<file path="config.mk">
export PLATFORM = sky130hd
export DESIGN_NAME = fiber_iq_tx_flat
export DESIGN_NICKNAME = d
export VERILOG_FILES = /design/src/rtl/fiber_iq_tx_pkg.sv /design/src/rtl/fiber_iq_tx_if.sv /design/src/rtl/fiber_iq_round_sat.sv /design/src/rtl/fiber_iq_tx.sv /design/src/flat_wrapper.sv
export SDC_FILE = /design/constraint.sdc
export NUM_CORES = 1
export LEC_CHECK = 0
export BUFFER_PORTS_ARGS = -buffer_cell sky130_fd_sc_hd__clkbuf_2
export CORE_UTILIZATION = 48
export DETAILED_ROUTE_END_ITERATION = 16
export PLACE_DENSITY = 0.79
export SKIP_CTS_REPAIR_TIMING = 1
export SYNTH_ARGS = -nofsm -noshare
export SYNTH_HDL_FRONTEND = slang
export SYNTH_HIERARCHICAL = 1
export SYNTH_SLANG_ARGS = --single-unit
</file>
<file path="constraint.sdc">
create_clock -name clk -period 2.3 [get_ports clk]
set_input_delay 0.46 -clock clk [delete_from_list [all_inputs] [get_ports clk]]
set_output_delay 0.46 -clock clk [all_outputs]
set_load 0.02 [all_outputs]
</file>
<file path="src/rtl/fiber_iq_tx_pkg.sv">
// ---------------------------------------------------------------------------
// fiber_iq_tx_pkg
// Shared definitions for the fiber I/Q transmit slice: FSM state encoding,
// frame geometry and the meaning of the interleave (iq) flag.
// ---------------------------------------------------------------------------
package fiber_iq_tx_pkg;

  // Transmit FSM states
  typedef enum logic [1:0] {
    IDLE  = 2'd0,
    ALIGN = 2'd1,
    RUN   = 2'd2
  } tx_state_t;

  // Words per frame; the far end's I/Q divider is 3 bits wide
  localparam int FRAME_LEN = 8;
  localparam int FRM_W     = $clog2(FRAME_LEN);
  localparam logic [FRM_W-1:0] FRM_LAST = FRM_W'(FRAME_LEN - 1);

  // Interleave flag meaning: 0 = X component, 1 = Y component
  localparam logic IQ_X = 1'b0;
  localparam logic IQ_Y = 1'b1;

  // Sample widths: 18-bit field samples in, 17-bit words to the serializer
  localparam int XY_W   = 18;
  localparam int WORD_W = 17;

endpackage

</file>
<file path="src/rtl/fiber_iq_tx_if.sv">
// ---------------------------------------------------------------------------
// fiber_iq_tx_if
// Sample stream and serializer-side signals of the fiber I/Q transmitter.
//   in_xy     : signed field sample, X when in_iq=0, Y when in_iq=1
//   in_iq     : local interleave flag (state[0] of local divider)
//   sync      : one-cycle frame pulse, high when local state==7
//   ser_ready : serializer/link up (level)
//   iq_send   : 17-bit word to the serializer
//   qsync_tx  : frame marker, coincident with a Y word
// Modports: master = sample source / serializer side, slave = transmitter.
// ---------------------------------------------------------------------------
interface fiber_iq_tx_if;
  import fiber_iq_tx_pkg::*;

  logic signed [XY_W-1:0] in_xy;
  logic                   in_iq;
  logic                   sync;
  logic                   ser_ready;
  logic [WORD_W-1:0]      iq_send;
  logic                   qsync_tx;

  modport master (
    output in_xy, in_iq, sync, ser_ready,
    input  iq_send, qsync_tx
  );

  modport slave (
    input  in_xy, in_iq, sync, ser_ready,
    output iq_send, qsync_tx
  );

endinterface

</file>
<file path="src/rtl/fiber_iq_round_sat.sv">
// ---------------------------------------------------------------------------
// fiber_iq_round_sat
// Rounds an 18-bit signed sample to 17 bits ((x+1)>>>1) and saturates the
// single positive overflow case to +65535. One pipeline register holds the
// rounded value; saturation and the clip flag are decoded from it.
//   clk, rst_n : clock, async active-low reset
//   in_xy      : 18-bit signed sample
//   word       : 17-bit rounded/saturated word (valid one cycle after in_xy)
//   sat        : high while word is a clipped sample
// ---------------------------------------------------------------------------
module fiber_iq_round_sat
  import fiber_iq_tx_pkg::*;
(
  input  logic                   clk,
  input  logic                   rst_n,
  input  logic signed [XY_W-1:0] in_xy,
  output logic [WORD_W-1:0]      word,
  output logic                   sat
);

  logic signed [XY_W:0]   sum;
  logic signed [XY_W-1:0] r_q;
  logic                   unused_sum_lsb;

  // Add the rounding half in 19 bits so +131071 cannot wrap; dropping the
  // LSB of the sum is the arithmetic shift by one.
  assign sum            = {in_xy[XY_W-1], in_xy} + {{XY_W{1'b0}}, 1'b1};
  assign unused_sum_lsb = sum[0];

  // Stage 1 register: rounded 18-bit value
  always_ff @(posedge clk or negedge rst_n) begin
    if (!rst_n) begin
      r_q <= '0;
    end else begin
      r_q <= sum[XY_W:1];
    end
  end

  // Only +65536 can exceed the 17-bit range; the negative side never clips
  assign sat  = !r_q[XY_W-1] && (r_q[XY_W-2:WORD_W-1] != '0);
  assign word = sat ? {1'b0, {(WORD_W-1){1'b1}}} : r_q[WORD_W-1:0];

endmodule

</file>
<file path="src/rtl/fiber_iq_tx.sv">
// ---------------------------------------------------------------------------
// fiber_iq_tx
// Transmit end of the fiber I/Q link. Rounds/saturates interleaved X/Y
// samples to 17 bits (2-cycle latency), frames them on an 8-word grid and
// emits a qsync marker on a Y word every sync_period+1 frames.
// Ports:
//   clk, rst_n  : ADC-domain clock, async active-low reset
//   lnk         : fiber_iq_tx_if.slave (in_xy, in_iq, sync, ser_ready,
//                 iq_send, qsync_tx)
//   link_en     : host enable
//   sync_period : qsync every sync_period+1 frames (0 = every frame)
//   test_mode   : select counter test pattern (FIBER_TX_TESTPAT_EN builds)
//   sat_clr     : single-cycle clear of sat_count
//   tx_active   : high in RUN
//   align_err   : sticky, sync seen on an X word; cleared on leaving RUN
//   sat_count   : saturating count of clipped samples
// Optional feature macro: FIBER_TX_TESTPAT_EN (17-bit counter test pattern).
// ---------------------------------------------------------------------------
module fiber_iq_tx
  import fiber_iq_tx_pkg::*;
#(
  parameter int sp_dw  = 8,
  parameter int sat_dw = 8
) (
  input  logic              clk,
  input  logic              rst_n,
  fiber_iq_tx_if.slave      lnk,
  input  logic              link_en,
  input  logic [sp_dw-1:0]  sync_period,
  input  logic              test_mode,
  input  logic              sat_clr,
  output logic              tx_active,
  output logic              align_err,
  output logic [sat_dw-1:0] sat_count
);

  tx_state_t         state, state_n;
  logic              link_ok;
  logic              run_out;
  logic              marker;
  logic [WORD_W-1:0] word1;
  logic              sat1;
  logic [WORD_W-1:0] word2;
  logic [WORD_W-1:0] word_sel;
  logic              iq1, sync1;
  logic              d_iq, dsync;
  logic [FRM_W-1:0]  frm;
  logic [sp_dw-1:0]  pcnt;

  assign link_ok = link_en & lnk.ser_ready;

  fiber_iq_round_sat u_round_sat (
    .clk   (clk),
    .rst_n (rst_n),
    .in_xy (lnk.in_xy),
    .word  (word1),
    .sat   (sat1)
  );

  // Stage 2 of the datapath; in_iq and sync ride along so that d_iq and
  // dsync describe the word currently in word2.
  always_ff @(posedge clk or negedge rst_n) begin
    if (!rst_n) begin
      iq1   <= 1'b0;
      sync1 <= 1'b0;
      d_iq  <= 1'b0;
      dsync <= 1'b0;
      word2 <= '0;
    end else begin
      iq1   <= lnk.in_iq;
      sync1 <= lnk.sync;
      d_iq  <= iq1;
      dsync <= sync1;
      word2 <= word1;
    end
  end

  // Clipped samples are counted as they enter stage 2; clear beats count
  always_ff @(posedge clk or negedge rst_n) begin
    if (!rst_n) begin
      sat_count <= '0;
    end else if (sat_clr) begin
      sat_count <= '0;
    end else if (sat1 && (sat_count != '1)) begin
      sat_count <= sat_count + sat_dw'(1);
    end
  end

  // FSM state register
  always_ff @(posedge clk or negedge rst_n) begin
    if (!rst_n) begin
      state <= IDLE;
    end else begin
      state <= state_n;
    end
  end

  // Next state and output qualification. Outputs are gated by link_ok
  // combinationally so that the cycle on which the link drops already
  // shows zero words and no partial marker.
  always_comb begin
    state_n = state;
    run_out = 1'b0;
    marker  = 1'b0;
    case (state)
      IDLE: begin
        if (link_ok) state_n = ALIGN;
      end
      ALIGN: begin
        if (!link_ok)   state_n = IDLE;
        else if (dsync) state_n = RUN;
      end
      RUN: begin
        if (!link_ok) begin
          state_n = IDLE;
        end else begin
          run_out = 1'b1;
          marker  = (frm == FRM_LAST) && (d_iq == IQ_Y) &&
                    (pcnt == '0) && !align_err;
        end
      end
      default: state_n = IDLE;
    endcase
  end

  // Frame position and period countdown. Both sit at zero outside RUN so
  // RUN always starts on the word after the aligning sync with frm=0.
  always_ff @(posedge clk or negedge rst_n) begin
    if (!rst_n) begin
      frm  <= '0;
      pcnt <= '0;
    end else if (run_out) begin
      frm <= dsync ? '0 : frm + FRM_W'(1);
      if (frm == FRM_LAST) begin
        pcnt <= (pcnt == '0) ? sync_period : pcnt - sp_dw'(1);
      end
    end else begin
      frm  <= '0;
      pcnt <= '0;
    end
  end

  // A sync landing on an X word means the far end would divide wrongly;
  // flag it and hold it until the FSM leaves RUN.
  always_ff @(posedge clk or negedge rst_n) begin
    if (!rst_n) begin
      align_err <= 1'b0;
    end else if (state_n != RUN) begin
      align_err <= 1'b0;
    end else if ((state == RUN) && dsync && (d_iq == IQ_X)) begin
      align_err <= 1'b1;
    end
  end

`ifdef FIBER_TX_TESTPAT_EN
  logic [WORD_W-1:0] pat_cnt;

  // Test pattern counter restarts after each emitted marker so the far end
  // sees 0..7 between markers when every frame carries one.
  always_ff @(posedge clk or negedge rst_n) begin
    if (!rst_n) begin
      pat_cnt <= '0;
    end else if (run_out) begin
      pat_cnt <= marker ? '0 : pat_cnt + WORD_W'(1);
    end else begin
      pat_cnt <= '0;
    end
  end

  assign word_sel = test_mode ? pat_cnt : word2;
`else
  logic unused_test_mode;

  assign unused_test_mode = test_mode;
  assign word_sel         = word2;
`endif

  assign lnk.iq_send  = run_out ? word_sel : '0;
  assign lnk.qsync_tx = marker;
  assign tx_active    = (state == RUN);

endmodule
</file>
<file path="src/flat_wrapper.sv">
// flat-port wrapper written by rule: the top's interface ports become plain ports
module fiber_iq_tx_flat import fiber_iq_tx_pkg::*;
#(
  parameter int sp_dw  = 8,
  parameter int sat_dw = 8
)
  (clk, rst_n, link_en, sync_period, test_mode, sat_clr, tx_active, align_err, sat_count, lnk_in_xy, lnk_in_iq, lnk_sync, lnk_ser_ready, lnk_iq_send, lnk_qsync_tx);
  fiber_iq_tx_if lnk_i ();
  input  logic clk;
  input  logic rst_n;
  input  logic link_en;
  input  logic [sp_dw-1:0] sync_period;
  input  logic test_mode;
  input  logic sat_clr;
  output logic tx_active;
  output logic align_err;
  output logic [sat_dw-1:0] sat_count;
  input wire logic [$bits(lnk_i.in_xy)-1:0] lnk_in_xy;
  input wire logic [$bits(lnk_i.in_iq)-1:0] lnk_in_iq;
  input wire logic [$bits(lnk_i.sync)-1:0] lnk_sync;
  input wire logic [$bits(lnk_i.ser_ready)-1:0] lnk_ser_ready;
  output wire logic [$bits(lnk_i.iq_send)-1:0] lnk_iq_send;
  output wire logic [$bits(lnk_i.qsync_tx)-1:0] lnk_qsync_tx;
  assign lnk_i.in_xy = lnk_in_xy;
  assign lnk_i.in_iq = lnk_in_iq;
  assign lnk_i.sync = lnk_sync;
  assign lnk_i.ser_ready = lnk_ser_ready;
  assign lnk_iq_send = lnk_i.iq_send;
  assign lnk_qsync_tx = lnk_i.qsync_tx;
  fiber_iq_tx #(.sp_dw(sp_dw), .sat_dw(sat_dw)) u_core (.clk(clk), .rst_n(rst_n), .lnk(lnk_i), .link_en(link_en), .sync_period(sync_period), .test_mode(test_mode), .sat_clr(sat_clr), .tx_active(tx_active), .align_err(align_err), .sat_count(sat_count));
endmodule
</file>
==> results.txt <==
----------------------------------------------------
[Finish]
  Relative area change from synthesis to final layout ... 25.23%
  Total area of multi-input combinational cells ... 1225 sq um
  Fillers ... 477
  Number of standard cells in the layout, taps in and fillers out ... 403
  Fraction of layout instances using a drive strength above 1 ... 0.3233
  Area used by sequential logic in the layout ... 1526 sq um
  Fin area ... 3502 sq um
  Number of antenna repair diodes ... 0
  Final #Nets ... approximately 370
  Final Core Density ... 0.6283

[Power and ir drop]
  Net switching component of the power ... 0.5034 mW
  Leakage power ... 1.643 nW
  Internal Pwr Total ... approximately 1.8 mW
  Share of total power in sequential cells ... 0.495
  Clk network pwr share ... 0.446
  Peak supply drop ... approximately 0.43 mV
  Switch share ... 0.2198
  Gate power share ... 0.059
  Power density over cell area ... 654.1 nW/um^2

[Placement]
  Routability congestion estimate ... between 0.7 and 0.8
  HPWL after DPL ... 3716 um
  Total placed cells including tap cells ... 387
  Port Buffer Count ... 60
  Post-place instance area ... 3274 sq um

[Synthesis]
  Number of flip-flops and latches in the synthesized netlist ... 61
  Gate Count Post-Synth ... between 200 and 250
  Distinct cell type count after synthesis ... between 40 and 50
  Fraction of the yosys area taken by sequential cells ... 0.5459
  Number of warnings issued by yosys ... 6
  Async set-reset flop share out of synthesis ... 1.000
  Synthesized net count ... 287
  Post-synthesis instance area ... 2796 sq um
  Share of the synthesized area in the top cell type ... 0.5459
  Top FF cell, synth ... sky130_fd_sc_hd__dfrtp_1
  Avg Synthesized Cell Area ... 11.32 sq um
  Biggest area contributors in the synthesized netlist ... sky130_fd_sc_hd__dfrtp_1 (55%), sky130_fd_sc_hd__and2_1 (4.0%), sky130_fd_sc_hd__nand2b_1 (4.0%), sky130_fd_sc_hd__xnor2_1 (3.8%), sky130_fd_sc_hd__nand3_1 (2.9%)
  Cell type contributing the most total cell area after synthesis ... sky130_fd_sc_hd__dfrtp_1
  EDFF count, synth ... 0

[STA]
  Slew at the pin closest to its max-slew limit ... approximately 0.73 ns
  Final hold slack ... 0.2282 ns
  Final Hold Vio Count ... 0
  Clock period minus final worst setup slack ... 2.612 ns
  Max Clk Rate ... approximately 380 MHz
  Number of failing setup endpoints in the final timing report ... 1
  Number of max-slew violations in the final report ... 0
  Setup repair after global routing missed its margin ... yes
  Maximum clock skew at final layout ... 0.007880 ns
  Part of the cycle the worst path needs ... 1.135
  Fin worst setup slack ... -0.3115 ns
  Worst-case headroom to the max-slew limit ... 0.5116

[Clocking]
  CTS tree ... yes
  Clock transition at the register clock pins on the worst setup and hold paths after CTS ... around 0.070 ns
  CTS HTree Levels ... 3
  Clock buffer depth ... 2
  Num CTS Buffers ... 9
  Sink count of the clock tree ... 61
  Clock root buffer master ... sky130_fd_sc_hd__clkbuf_8
  Clk_lat worst skew ... approximately 0.34 ns

[Drt]
  Post-Route WL ... 5043 um
  Mean routed wirelength per cell ... 12.51 um
  First drt pass iteration count ... 4
  Vias per std cell ... approximately 5.1
  Number of vias in the routed layout ... roughly 2100
  Number of DRC markers in iteration 0 ... 74
  Count of antenna-violating nets left after detailed routing ... 0
  Drc violations ... 0

[Global route]
  Total routing resource utilization after global routing ... 0.1869
  First-pass GRT wire length ... 8749 um
  Overflow left after global routing ... 0
  Number of antenna violations at the first check in global routing ... 0
  Pin count of the biggest net entering global routing ... 62
  Via count of the first global-routing pass ... 2071

[Worst setup path]
  Arr. time, crit path ... 2.15 ns
  Startpoint Class ... flip-flop
  Highest net fanout along the worst path ... 2
  Required time at the endpoint of the critical path ... between 1.5 and 2 ns
  Class of the most critical setup path ... reg2out
  Type of destination of the critical path ... output pin

[Run status]
  Result of the run ... finished, violations left
  Failing checks ... setup timing

[Min path]
  HP Class ... in2reg

[Die]
  I/O pin count ... 62
  Starting density of the core ... 0.5017
  X dimension of the die ... just under 80 um
  Core box area ... 5574 sq um
  Die Outline Area ... ~6100 sq um
  Die span in y ... 78.33 um
  Total number of placement rows ... 27

[Job]
  Max-cap check violation count ... 0

----------------------------------------------------
==> layer usage <==
| metal | GRT usage | wire, um |
|---|---|---|
| met4 | 0.08333 | 81 |
| met5 | 0 | 0 |
| met2 | 0.3316 | 2695 |
| met1 | 0.2017 | 2051 |
| met3 | 0.06163 | 214 |
==> critical path: stages, from the launching register on <==
cell and delay (ns):
sky130_fd_sc_hd__dfrtp_1 0.38, sky130_fd_sc_hd__inv_2 0.09, sky130_fd_sc_hd__ha_4 0.13, sky130_fd_sc_hd__or4b_4 0.46
sky130_fd_sc_hd__or4_4 0.45, sky130_fd_sc_hd__nor4_4 0.13, sky130_fd_sc_hd__buf_4 0.17
==> cell usage after synthesis (5+ instances only) <==
master                     number
sky130_fd_sc_hd__nand2b_1      18
sky130_fd_sc_hd__nor2_1        10
sky130_fd_sc_hd__inv_1          8
sky130_fd_sc_hd__ha_1           6
sky130_fd_sc_hd__and2_1        18
sky130_fd_sc_hd__dfrtp_1       61
sky130_fd_sc_hd__nand4_1        7
sky130_fd_sc_hd__a21oi_1        5
sky130_fd_sc_hd__xnor2_1       12
sky130_fd_sc_hd__nand3_1       16
sky130_fd_sc_hd__nand2_1       11
sky130_fd_sc_hd__xor2_1         7
sky130_fd_sc_hd__nor3_1         7
sky130_fd_sc_hd__clkbuf_1       5
==> sequential cells by signal, summed over array words and instances (netlist names) <==
signal	cells
u_core/d_iq	1
u_core/align_err	1
u_core/iq1	1
u_core/frm	3
u_core/state	2
u_core/word2	17
u_core/dsync	1
u_core/pcnt	8
u_core/u_round_sat/r_q	18
u_core/sat_count	8
u_core/sync1	1
==> through the flow <==
stage	TNS [ns]	setup WS, ns	power [mW]
floorplan	-0.04441	-0.04441	1.214
global placement	-0.005759	-0.005759	1.287
detailed placement	-0.03669	-0.03669	1.295
CTS	-0.4098	-0.4098	2.321
global route	-0.3912	-0.3912	2.388
finish	-0.3115	-0.3115	2.291
==> placed cells by master (no fill, tap or decap), types with 3 or more instances in the layout <==
cell,synthesis,layout
sky130_fd_sc_hd__clkbuf_8,0,9
sky130_fd_sc_hd__dfrtp_1,61,61
sky130_fd_sc_hd__nand3_1,16,16
sky130_fd_sc_hd__a211oi_1,3,3
sky130_fd_sc_hd__buf_4,0,16
sky130_fd_sc_hd__nor3_1,7,7
sky130_fd_sc_hd__nand4_1,7,7
sky130_fd_sc_hd__a31oi_1,3,3
sky130_fd_sc_hd__and4_1,3,3
sky130_fd_sc_hd__and2_1,18,18
sky130_fd_sc_hd__nand2b_1,18,18
sky130_fd_sc_hd__ha_1,6,5
sky130_fd_sc_hd__clkbuf_2,0,59
sky130_fd_sc_hd__nand2_1,11,11
sky130_fd_sc_hd__nor3b_1,4,4
sky130_fd_sc_hd__nor2_1,10,10
sky130_fd_sc_hd__o21ai_0,4,4
sky130_fd_sc_hd__a21oi_1,5,5
sky130_fd_sc_hd__inv_1,8,6
sky130_fd_sc_hd__mux2i_1,4,4
sky130_fd_sc_hd__xor2_1,7,7
sky130_fd_sc_hd__xnor2_1,12,12
==> area by class of cell <==
cell class / count / area share
multi-input cells: 171 / 0.3498
repair buffers: 75 / 0.1186
inverters: 8 / 0.008574
flip-flops and latches: 61 / 0.4359
clock inverters: 6 / 0.02501
clock buffers: 10 / 0.03644
well taps: 72 / 0.02572
==> path summary, 6_finish.rpt <==
path	startpoint	to	slack, ns	depth (start not counted)
max	u_core/pcnt[0]	lnk_qsync_tx	-0.31	6
min	lnk_in_iq	u_core/iq1	0.23	1
max reg2reg	u_core/pcnt[0]	u_core/pcnt[0]	0.30	7
min reg2reg	u_core/iq1	u_core/d_iq	0.36	0
max in group asynchronous	rst_n	u_core/u_round_sat/r_q[17]	1.55	2
min in group asynchronous	rst_n	u_core/pcnt[4]	0.26	2
==> cell families (layout without fill, tap and decap cells) <==
logic type,count (synthesis),count (layout),synth area share
XOR/XNOR,19,19,0.05951
adder cells (fa/ha/maj),6,6,0.02684
AO/OA/AOI/OAI,22,22,0.05280
flip-flops,61,61,0.5459
multiplexers,5,5,0.01834
buffers and inverters,15,99,0.02058
AND/OR/NAND/NOR,119,119,0.2761
==> power groups by stage <==
| stage | sequential [mW] | clock (mW) | combinational (mW) |
|---|---|---|---|
| floorplan | 1.15 | 0 | 0.0609 |
| global placement | 1.15 | 0 | 0.135 |
| detailed placement | 1.16 | 0 | 0.139 |
| CTS | 1.14 | 1.05 | 0.140 |
| global route | 1.14 | 1.09 | 0.156 |
| finish | 1.13 | 1.02 | 0.135 |
No activity file was read; power rests on OpenSTA's default activity.
